`src/rtl/bram_port_arbiter.sv`:
```
// bram_port_arbiter: single-port BRAM sequencer shared by a FIFO drain
// path (sequential writes) and random-access reads, one op per cycle.
//
// Ports:
//   bram_clk       sole clock
//   reset          synchronous active-low reset (0 = reset)
//   wr_valid       FIFO head word available (first-word-fall-through)
//   wr_data        FIFO head word
//   wr_ready       combinational pop strobe, word consumed this cycle
//   rd_req         read request, held with rd_addr until rd_ack
//   rd_addr        read address
//   rd_ack         combinational read acceptance strobe
//   rd_data        registered read result
//   rd_data_valid  one-cycle strobe, rd_data valid
//   rd_error       one-cycle strobe for an out-of-range read result
//   mem_en/mem_we  registered BRAM enable / write enable
//   mem_addr       registered BRAM address
//   mem_din        registered BRAM write data
//   mem_dout       BRAM read data
//   wr_ptr         address of the next write
//   wrapped        sticky, set on the first wrap of wr_ptr
module bram_port_arbiter #(
    parameter int DATA_WIDTH        = 64,
    parameter int DEPTH             = 128,
    parameter int ADDR_WIDTH        = 8,
    parameter int BRAM_READ_LATENCY = 2,
    parameter int MAX_WRITE_STALL   = 4
) (
    input  logic                  bram_clk,
    input  logic                  reset,

    input  logic                  wr_valid,
    input  logic [DATA_WIDTH-1:0] wr_data,
    output logic                  wr_ready,

    input  logic                  rd_req,
    input  logic [ADDR_WIDTH-1:0] rd_addr,
    output logic                  rd_ack,
    output logic [DATA_WIDTH-1:0] rd_data,
    output logic                  rd_data_valid,
    output logic                  rd_error,

    output logic                  mem_en,
    output logic                  mem_we,
    output logic [ADDR_WIDTH-1:0] mem_addr,
    output logic [DATA_WIDTH-1:0] mem_din,
    input  logic [DATA_WIDTH-1:0] mem_dout,

    output logic [ADDR_WIDTH-1:0] wr_ptr,
    output logic                  wrapped
);

    // Token pipeline: stage 0 lines up with the mem_en cycle, the last
    // stage with the cycle in which mem_dout carries the read data.
    localparam int PIPE_LEN = 1 + BRAM_READ_LATENCY;
    localparam int SW       = $clog2(MAX_WRITE_STALL + 1);

    localparam logic [SW-1:0]         STALL_MAX = SW'(MAX_WRITE_STALL);
    localparam logic [ADDR_WIDTH-1:0] LAST_ADDR = ADDR_WIDTH'(DEPTH - 1);

    typedef enum logic [1:0] {
        GNT_IDLE,
        GNT_READ,
        GNT_WRITE
    } grant_t;

    grant_t                grant;
    logic                  force_wr;
    logic                  rd_in_range;
    logic                  issue_rd;
    logic [SW-1:0]         stall_cnt;
    logic [PIPE_LEN-1:0]   pipe_v;
    logic [PIPE_LEN-1:0]   pipe_e;

    // Out-of-range reads are still acked but never touch the BRAM.
    assign rd_in_range = (rd_addr <= LAST_ADDR);

    // A write that has lost MAX_WRITE_STALL times in a row wins outright.
    assign force_wr = wr_valid && (stall_cnt == STALL_MAX);

    always_comb begin
        grant = GNT_IDLE;
        if (!reset) begin
            grant = GNT_IDLE;
        end else if (force_wr) begin
            grant = GNT_WRITE;
        end else if (rd_req) begin
            grant = GNT_READ;
        end else if (wr_valid) begin
            grant = GNT_WRITE;
        end
    end

    assign wr_ready = (grant == GNT_WRITE);
    assign rd_ack   = (grant == GNT_READ);
    assign issue_rd = rd_ack && rd_in_range;

    // Starvation counter: only counts reads that beat a waiting write.
    always_ff @(posedge bram_clk) begin
        if (!reset) begin
            stall_cnt <= '0;
        end else if (!wr_valid || wr_ready) begin
            stall_cnt <= '0;
        end else if (rd_ack) begin
            stall_cnt <= stall_cnt + 1'b1;
        end
    end

    // Write pointer with wrap and sticky wrap flag.
    always_ff @(posedge bram_clk) begin
        if (!reset) begin
            wr_ptr  <= '0;
            wrapped <= 1'b0;
        end else if (wr_ready) begin
            if (wr_ptr == LAST_ADDR) begin
                wr_ptr  <= '0;
                wrapped <= 1'b1;
            end else begin
                wr_ptr <= wr_ptr + 1'b1;
            end
        end
    end

    // BRAM command register; address/data hold when no access issues.
    always_ff @(posedge bram_clk) begin
        if (!reset) begin
            mem_en   <= 1'b0;
            mem_we   <= 1'b0;
            mem_addr <= '0;
            mem_din  <= '0;
        end else begin
            unique case (1'b1)
                wr_ready: begin
                    mem_en   <= 1'b1;
                    mem_we   <= 1'b1;
                    mem_addr <= wr_ptr;
                    mem_din  <= wr_data;
                end
                issue_rd: begin
                    mem_en   <= 1'b1;
                    mem_we   <= 1'b0;
                    mem_addr <= rd_addr;
                end
                default: begin
                    mem_en <= 1'b0;
                    mem_we <= 1'b0;
                end
            endcase
        end
    end

    // Read token pipeline; reset drops every in-flight read.
    always_ff @(posedge bram_clk) begin
        if (!reset) begin
            pipe_v <= '0;
            pipe_e <= '0;
        end else begin
            pipe_v <= {pipe_v[PIPE_LEN-2:0], issue_rd};
            pipe_e <= {pipe_e[PIPE_LEN-2:0], rd_ack && !rd_in_range};
        end
    end

    // Result register.
    always_ff @(posedge bram_clk) begin
        if (!reset) begin
            rd_data       <= '0;
            rd_data_valid <= 1'b0;
            rd_error      <= 1'b0;
        end else begin
            rd_data_valid <= pipe_v[PIPE_LEN-1];
            rd_error      <= pipe_e[PIPE_LEN-1];
            if (pipe_v[PIPE_LEN-1]) begin
                rd_data <= mem_dout;
            end else if (pipe_e[PIPE_LEN-1]) begin
                rd_data <= '0;
            end
        end
    end

endmodule
```
`config.mk`:
```
export PLATFORM = sky130hd
export DESIGN_NAME = bram_port_arbiter
export DESIGN_NICKNAME = d
export VERILOG_FILES = /design/src/rtl/bram_port_arbiter.sv
export SDC_FILE = /design/constraint.sdc
export NUM_CORES = 1
export LEC_CHECK = 0
export CELL_PAD_IN_SITES_DETAIL_PLACEMENT = 1
export CELL_PAD_IN_SITES_GLOBAL_PLACEMENT = 1
export CORE_ASPECT_RATIO = 0.7
export CORE_MARGIN = 2
export CORE_UTILIZATION = 30
export DETAILED_ROUTE_END_ITERATION = 8
export PLACE_DENSITY_LB_ADDON = 0.1
export REMOVE_ABC_BUFFERS = 1
export SLEW_MARGIN = 25
export SYNTH_ARGS = -nofsm -noshare
export SYNTH_HDL_FRONTEND = slang
export SYNTH_SLANG_ARGS = --single-unit
export TNS_END_PERCENT = 100
```
`constraint.sdc`:
```
create_clock -name bram_clk -period 4.2 [get_ports bram_clk]
set_input_delay 0.63 -clock bram_clk [delete_from_list [all_inputs] [get_ports bram_clk]]
set_output_delay 0.63 -clock bram_clk [all_outputs]
set_load 0.02 [all_outputs]
```
======== Word level (Yosys, flattened, before mapping) ========
Cells that the tools add are included.
word-level totals
  flip-flop bits (word level) ............. 158
  output and inout bits ................... 151
  word-level logic and storage cells ...... 41
cells by class
  add/sub/neg operators ................... 2
  magnitude comparators ................... 1
  eq/ne operators ......................... 4
  multiplexer cells ....................... 10
  bitwise gates (word level) .............. 1
  reductions and logical operators ........ 11
operators with widths
  cell                   number
  $mux W64               2
  $pmux W8 S2            1
  $add A8 B1 Y8 const B  1
  $eq A8 B7 Y1 const B   1
  $le A8 B7 Y1 const B   1
  $mux W2                4
  $mux W8                1
  $reduce_bool A2 Y1     2
  $reduce_or A2 Y1       2
  $add A3 B1 Y3 const B  1
  $eq A3 B3 Y1 const B   1
  $logic_and A1 B1 Y1    3
  $eq A2 B1 Y1 const B   1
  $eq A2 B2 Y1 const B   1
  $logic_not A1 Y1       2
  $mux W1                2
  $reduce_and A2 Y1      1
  $logic_or A1 B1 Y1     1
  $not A1 Y1             1

======== Logic depth before layout (Yosys ltp) ========
Gate-level depths: netlist (run 1).
  word-level depth ........................ 8
  mapped depth ............................ 10
  gate-level depth less buffers ........... 7

======== Worst setup path before layout (run 1) ========
OpenSTA, ideal clock, no wires.
  path kind ............................... input -> output
  from .................................... input port reset
  to ...................................... output port wr_ready
  arrival time ............................ 1,496 ps
  path slack .............................. 2,074 ps
  cell stages on the path ................. 6
  buffers on the path ..................... 3
  cells stage by stage .................... buf_4 -> nand2_2 -> or2_1 -> buf_4 -> inv_4 -> buf_2
on the way
  cells in the longest elaborated chain, start to end .. 2
RTL lines
  what                line  RTL
  start: declaration  30    input logic reset,
  $mux W2             83    if (!reset) begin
  $eq A2 B2 Y1        94    assign wr_ready = (grant == GNT_WRITE);
  end: declaration    34    output logic wr_ready,
No other way between the ends.

======== Worst setup path after layout (run 1) ========
  from .................................... input port wr_valid
  to ...................................... output port wr_ready
on the way
  cells in the longest elaborated chain, start to end .. 5
  elaborated cells on any way between the ends .. 6
  those cells by class .................... eq/ne (1); mux (4); reduce/logical (1)
RTL lines
  what                line  RTL
  start: declaration  32    input logic wr_valid,
  $mux W2             89    end else if (wr_valid) begin
  $mux W2             87    end else if (rd_req) begin
  $mux W2 *           85    end else if (force_wr) begin
  $mux W2 *           83
  $eq A2 B2 Y1 *      94
Every way passes the cells marked *; elsewhere a longest branch is shown, timed or not.

==> metrics.yaml, run 1 <==
grt_pass1_wl_um: 28800
slew_viol_final: 0
antenna_cells: 0
cts_tree: "yes"
cp.required_ns: 3.57
hold_depth: 1
wl_per_cell_um: 17.5
crit_chain: "clkdlybuf4s50_1, nand2_2, or2_2, inv_4, clkdlybuf4s50_1"
hold_class: "flop to flop"
clkLatencyLatePin_ns: 0.42
cts_max_level: 4
fin_skew_ns: 0.00750
dp_cells: 1030
fin_nets: 961
post-cts-setup-buffers: 0
timing.rr.end: "mem_addr[7]"
antenna_left: 0
fin_crit_sh: 0.762
crit_arrival_ns: 2.57
grt_pass1_vias: 5419
worstMarginPinSlew_ns: 0.893
seq_area_mm2: 0.00316
drive_above_1_share: 0.0566
antenna_found_initial: 0
synth-seq-cells: 158
internal-power_mw: 2.73
dieHeight_um: 115
synth_area_per_cell_um2: 9.73
worstSetupStartpoint: "wr_valid"
swShare: 0.242
rrSetupSlack_ns: 1.84
cpLargestDelayFamily: "buffers and inverters"
hold_violations: 0
path_class: "input port to output port"
timing.final.crit_period_ns: 3.20
drt_iter0_markers: 258
crit_path_end: "wr_ready"
cts.reportedPaths.clkPinSlew_ns: 0.06
track_usage: 0.199
outcome: "finished clean"
cts_root_buf: "clkbuf_16"
critPathMaxStageDelay_ns: 0.66
instances_no_fill: 1062
slew_headroom: 0.405
grt_max_degree: 80
critPathLaunchType: "input port"
chipWidth_um: 163
totalWireLength_um: 18600
leakagePower_nw: 3.58
vias: 4997
clkPwrFrac: 0.453
power_switching_mw: 0.869
crit_top_cell: "clkdlybuf4s50_1"
place_hpwl_um: 13000
io_buffer_count: 290
reg2reg_from: "stall_cnt[0]"
cp_max_fo: 19
start_util: 0.307
drt_pass1_iterations: 4
cts_hold_buf: 0
fin_ws_ns: 1.00
fin_tns_setup_ns: 0
maxCapViolations: 0
vias_per_cell: 4.71
cts.sinks: 158
yosysWarnings: 0
hold_start: "pipe_e[1]"
synth_cell_types: 35
cts_resized: 0
dieArea_mm2: 0.0187
rows: 40
path_buf_inv: 3
post-route-drc-count: 0
setup_violations: 0
ys_seq_area_frac: 0.599
io_pins: 291
timing.fmax_ghz: 0.313
peakVddDrop_mv: 0.201
nFillCells: 1919
crit_slowest_cell: "clkdlybuf4s50_1"
grt-ovfl-total: 0
rsz0062_at_grt: "false"
power_density_mw_per_mm2: 403
design.core.area_mm2: 0.0172
crit_cells: 5
rr_worst_depth: 8
power_frac_comb: 0.110
cts_buffer_depth: 2
netlist_instances: 543
place.gp.congestion: 0.745
post-place-ws_ns: 1.00
pwr-share-seq: 0.437
syn_to_final_growth_pct: 69.2
synth.cell_area_mm2: 0.00528
cp-end-kind: "output port"
multi_input_area_mm2: 0.00189
numCtsBuffers: 17
state kept, by name, indices dropped and copies added (netlist names):
register,cells
mem_en,1
pipe_v,3
wr_ptr,8
mem_addr,8
mem_din,64
pipe_e,3
rd_data,64
mem_we,1
wrapped,1
rd_error,1
rd_data_valid,1
stall_cnt,3
synthesized netlist by cell type:
| cell type | number | area share |
|---|---|---|
| dfxtp_1 | 158 | 0.60 |
| nand2_1 | 140 | 0.10 |
| nand3_1 | 67 | 0.063 |
| a22o_1 | 64 | 0.11 |
| clkbuf_1 | 12 | 0.0085 |
| buf_2 | 10 | 0.0095 |
| buf_4 | 9 | 0.013 |
| buf_1 | 8 | 0.0057 |
| nor2_1 | 8 | 0.0057 |
| and2_1 | 7 | 0.0083 |
| o21ai_1 | 7 | 0.0066 |
| a22oi_1 | 6 | 0.0085 |
| xnor2_1 | 6 | 0.010 |
| inv_1 | 5 | 0.0036 |
| a21oi_1 | 4 | 0.0038 |
| nor4_1 | 4 | 0.0047 |
| ha_1 | 3 | 0.0071 |
| nand4_1 | 3 | 0.0036 |
| and3_1 | 2 | 0.0024 |
| mux2i_1 | 2 | 0.0038 |
| nor3_1 | 2 | 0.0019 |
| nor3b_1 | 2 | 0.0028 |
| or2_1 | 2 | 0.0024 |
| a21boi_4 | 1 | 0.0036 |
| a221oi_2 | 1 | 0.0028 |
| a311oi_1 | 1 | 0.0017 |
| a31oi_1 | 1 | 0.0012 |
| buf_6 | 1 | 0.0021 |
| inv_2 | 1 | 0.00071 |
| inv_4 | 1 | 0.0012 |
| nand2_2 | 1 | 0.0012 |
| nand3b_1 | 1 | 0.0014 |
| nor3_2 | 1 | 0.0019 |
| o21a_1 | 1 | 0.0014 |
| or3_1 | 1 | 0.0012 |
stage by stage:
| step | power, mW | util | hold WS [ns] | area, um2 |
|---|---|---|---|---|
| 2_1_floorplan | 1.73 | - | 0.412 | 5080 |
| 3_3_place_gp | 2.00 | 0.483 | 0.421 | 8320 |
| 3_5_place_dp | 2.01 | 0.483 | 0.422 | 8320 |
| 4_1_cts | 3.65 | 0.519 | 0.438 | 8940 |
| 5_1_grt | 3.75 | 0.519 | 0.455 | 8940 |
| 6_report | 3.60 | 0.519 | 0.433 | 8940 |
cells in the final DEF, fill, tap and decap left out, drive strengths merged, types with 2 or more instances in the layout:
cell	n
nor2	8
buf	7
dfxtp	158
and2	7
inv	13
mux2i	2
ha	3
xnor2	6
clkbuf	18
nor3b	2
clkdlybuf4s50	289
nand4	3
o21ai	7
clkinvlp	4
a21oi	4
a22o	64
nor4	4
nand3	67
or2	2
bufinv	3
a22oi	6
and3	2
nor3	3
nand2	141
worst reg2reg max path: stages, from the launching register on:
cell and delay (ns):
dfxtp_1 0.31, inv_1 0.07, ha_1 0.28, a21boi_4 0.12
or2_2 0.32, inv_4 0.22, buf_4 0.57, mux2i_1 0.29
nor3_1 0.06
logic make-up (layout without fill, tap and decap cells):
| logic type | Yosys count | in the layout | share of synthesized area |
|---|---|---|---|
| AOI/OAI and AO/OA | 86 | 86 | 0.136 |
| xor gates and xnor gates | 6 | 6 | 0.00995 |
| adders and majority gates | 3 | 3 | 0.00711 |
| buffers and inverters | 47 | 335 | 0.0441 |
| DFF | 158 | 158 | 0.599 |
| muxes | 2 | 2 | 0.00379 |
| and+or+nand+nor | 241 | 241 | 0.200 |
cell type report:
| type | instances | share of cell area |
|---|---|---|
| inverter | 7 | 0.00322 |
| multi-input combinational | 338 | 0.212 |
| clock inverter | 14 | 0.0202 |
| timing repair buffer | 296 | 0.329 |
| sequential | 158 | 0.354 |
| clock buffer | 18 | 0.0491 |
| tap | 231 | 0.0323 |
power groups by stage:
| stage | logic (mW) | registers, mW | clock network [mW] |
|---|---|---|---|
| finish | 0.397 | 1.57 | 1.63 |
| global route | 0.424 | 1.58 | 1.75 |
| CTS | 0.402 | 1.57 | 1.67 |
| detailed placement | 0.399 | 1.61 | 0 |
| global placement | 0.391 | 1.60 | 0 |
| floorplan | 0.0701 | 1.66 | 0 |
routing by layer:
| metal | wire, um | track usage | vias up |
|---|---|---|---|
| li1 | - | - | 2406 |
| met1 | 7520 | 0.220 | 2410 |
| met2 | 9100 | 0.346 | 163 |
| met3 | 1730 | 0.0927 | 18 |
| met4 | 227 | 0.0602 | 0 |
| met5 | 0 | 0 | - |
worst min path at each step:
stage                           end  slack (ns)
after CTS                 pipe_v[2]        0.44
after floorplan           pipe_e[1]        0.41
final                     pipe_e[2]        0.43
after detailed placement  pipe_e[2]        0.42
after global routing      pipe_v[1]        0.45
after global placement    pipe_v[2]        0.42
No activity file was read; power rests on OpenSTA's default activity.
==> run 2: changes to the inputs <==
--- a/config.mk
+++ b/config.mk
@@ -9,7 +9,7 @@
 export CELL_PAD_IN_SITES_GLOBAL_PLACEMENT = 1
 export CORE_ASPECT_RATIO = 0.7
 export CORE_MARGIN = 2
-export CORE_UTILIZATION = 30
+export CORE_UTILIZATION = 25
 export DETAILED_ROUTE_END_ITERATION = 8
 export PLACE_DENSITY_LB_ADDON = 0.1
 export REMOVE_ABC_BUFFERS = 1
==> constraint.sdc (replaced) <==
create_clock -name bram_clk -period 2.89 [get_ports bram_clk]
set_input_delay 0.4335 -clock bram_clk [delete_from_list [all_inputs] [get_ports bram_clk]]
set_output_delay 0.4335 -clock bram_clk [all_outputs]
set_load 0.02 [all_outputs]
==> run 2 against run 1 <==
Net effect: largest cell class unchanged; combinational power rose by 47%; worst hold slack got worse by 0.0041 ns; register-to-register slack lost 1.3 ns; clock-buffer cell count unchanged; final area is 0.91% higher; worst setup slack got worse by 0.82 ns.
==> metrics.yaml, run 2 (synthesized netlist as in run 1, its figures left out) <==
outcome: "finished clean"
setup_violations: 0  # unchanged
cts_resized: 0  # unchanged
clkLatencyLatePin_ns: 0.42  # about the same
cts_hold_buf: 0  # unchanged
cts.reportedPaths.clkPinSlew_ns: 0.07  # about the same
drive_above_1_share: 0.0565  # -0.0000680
chipWidth_um: 178  # +9.3%
wl_per_cell_um: 17.3  # -0.93%
fin_util: 0.434  # -0.0846
dieArea_mm2: 0.0223  # +19%
vias: 5004  # +0.14%
antenna_left: 0  # unchanged
fin_ws_ns: 0.181  # -0.820 ns
slew_headroom: 0.462  # +0.0577
antenna_cells: 0  # unchanged
rsz0062_at_grt: "false"
layout_commonest_cell: "clkdlybuf4s50_1"
cts_tree: "yes"
rows: 44  # +10%
timing.fmax_ghz: 0.369
vias_per_cell: 4.52  # -4.0%
drt_iter0_markers: 213  # -17%
grt_max_degree: 76  # -5.0%
track_usage: 0.173  # -0.0263
numCtsBuffers: 17  # unchanged
path_class: "flop to output port"
whs_ns: 0.429  # -0.00409 ns
instances_no_fill: 1108  # +4.3%
maxCapViolations: 0  # unchanged
grt_pass1_wl_um: 29900  # +3.6%
antenna_found_initial: 0  # unchanged
dp_cells: 1076  # +4.5%
gr-usage-met3: 0.0672  # -0.0255
post-route-drc-count: 0  # unchanged
drt_pass1_iterations: 4  # unchanged
leakagePower_nw: 3.60  # +0.40%
post-place-ws_ns: 0.208  # -0.795 ns
io_pins: 291  # unchanged
cp.required_ns: 2.46  # -1.11 ns
grt.met1_usage: 0.214  # -0.00676
cts_max_level: 4  # unchanged
largestRegisters: "mem_din (64), rd_data (64)"
hold_violations: 0  # unchanged
final_cell_mix: "clkdlybuf4s50_1, dfxtp_1, nand2_1"
timing.final.crit_period_ns: 2.71
slew_viol_final: 0  # unchanged
place.gp.congestion: 0.773  # +3.7%
crit_arrival_ns: 2.28  # -0.29 ns
fin_crit_sh: 0.937
grt_pass1_vias: 5348  # -1.3%
cts_buffer_depth: 2  # unchanged
grt-busiest-layer: "met2"
design.core.area_mm2: 0.0208  # +21%
dieHeight_um: 126  # +9.2%
place_hpwl_um: 13400  # +3.6%
fin_skew_ns: 0.0119  # +0.00440 ns
io_buffer_count: 290  # unchanged
cts.sinks: 158  # unchanged
worstMarginPinSlew_ns: 0.807  # -0.0865 ns
critPathLaunchType: "flop"
syn_to_final_growth_pct: 70.7
start_util: 0.254  # -0.0523
cp-end-kind: "output port"
fin_nets: 962  # +0.10%
power_density_mw_per_mm2: 571  # +42%
cp_max_fo: 7  # -12
post-cts-setup-buffers: 0  # unchanged
cts_root_buf: "clkbuf_16"
use_met2: 0.280  # -0.0651
totalWireLength_um: 19200  # +3.4%
fin_tns_setup_ns: 0  # unchanged
hold_class: "flop to flop"
peakVddDrop_mv: 0.296  # +47%
grt-ovfl-total: 0  # unchanged
-- run 2: worst max-delay path, cell delays in order (launching register included) --
cell and delay, ns:
dfxtp_1 0.32, inv_1 0.07, ha_1 0.29, a21boi_4 0.12
or2_2 0.33, inv_4 0.11, clkdlybuf4s50_1 0.62
-- run 2: final cells by class --
| cell class | instances | area (um2) |
|---|---|---|
| fill | 2328 | 11700 |
| sequential | 158 | 3160 |
| timing repair buffer | 297 | 2990 |
| multi-input combinational | 338 | 1890 |
| clock buffer | 18 | 429 |
| tap | 276 | 345 |
| clock inverter | 14 | 170 |
| inverter | 7 | 28.8 |
-- run 2: final timing paths --
| kind | cells past startpoint | slack [ns] | endpoint | from |
|---|---|---|---|---|
| worst max-delay path | 6 | 0.18 | wr_ready | stall_cnt[0] |
| worst min-delay path | 1 | 0.43 | pipe_e[1] | pipe_e[0] |
| worst max register to register | 7 | 0.53 | mem_addr[0] | stall_cnt[0] |
| worst min register to register | 1 | 0.43 | pipe_e[1] | pipe_e[0] |
-- run 2: per-layer routing --
metal  wire length (um)  vias to the layer above  part of all wire
met3               1510                       15             0.079
met1               8370                     2436              0.44
met5                  0                        -                 0
met4                238                        0             0.012
li1                   -                     2416                 -
met2               9090                      137              0.47
-- run 2: metrics by stage --
stage	total power [mW]	instance area (um2)
finish	5.15	9020
global route	5.37	9020
CTS	5.25	9020
detailed placement	2.92	8420
global placement	2.91	8420
floorplan	2.51	5080
-- run 2: power breakdown --
group,internal (mW),switching [mW]
Sequential,2.25,0.0389
Combinational,0.323,0.260
Clock,1.30,0.979
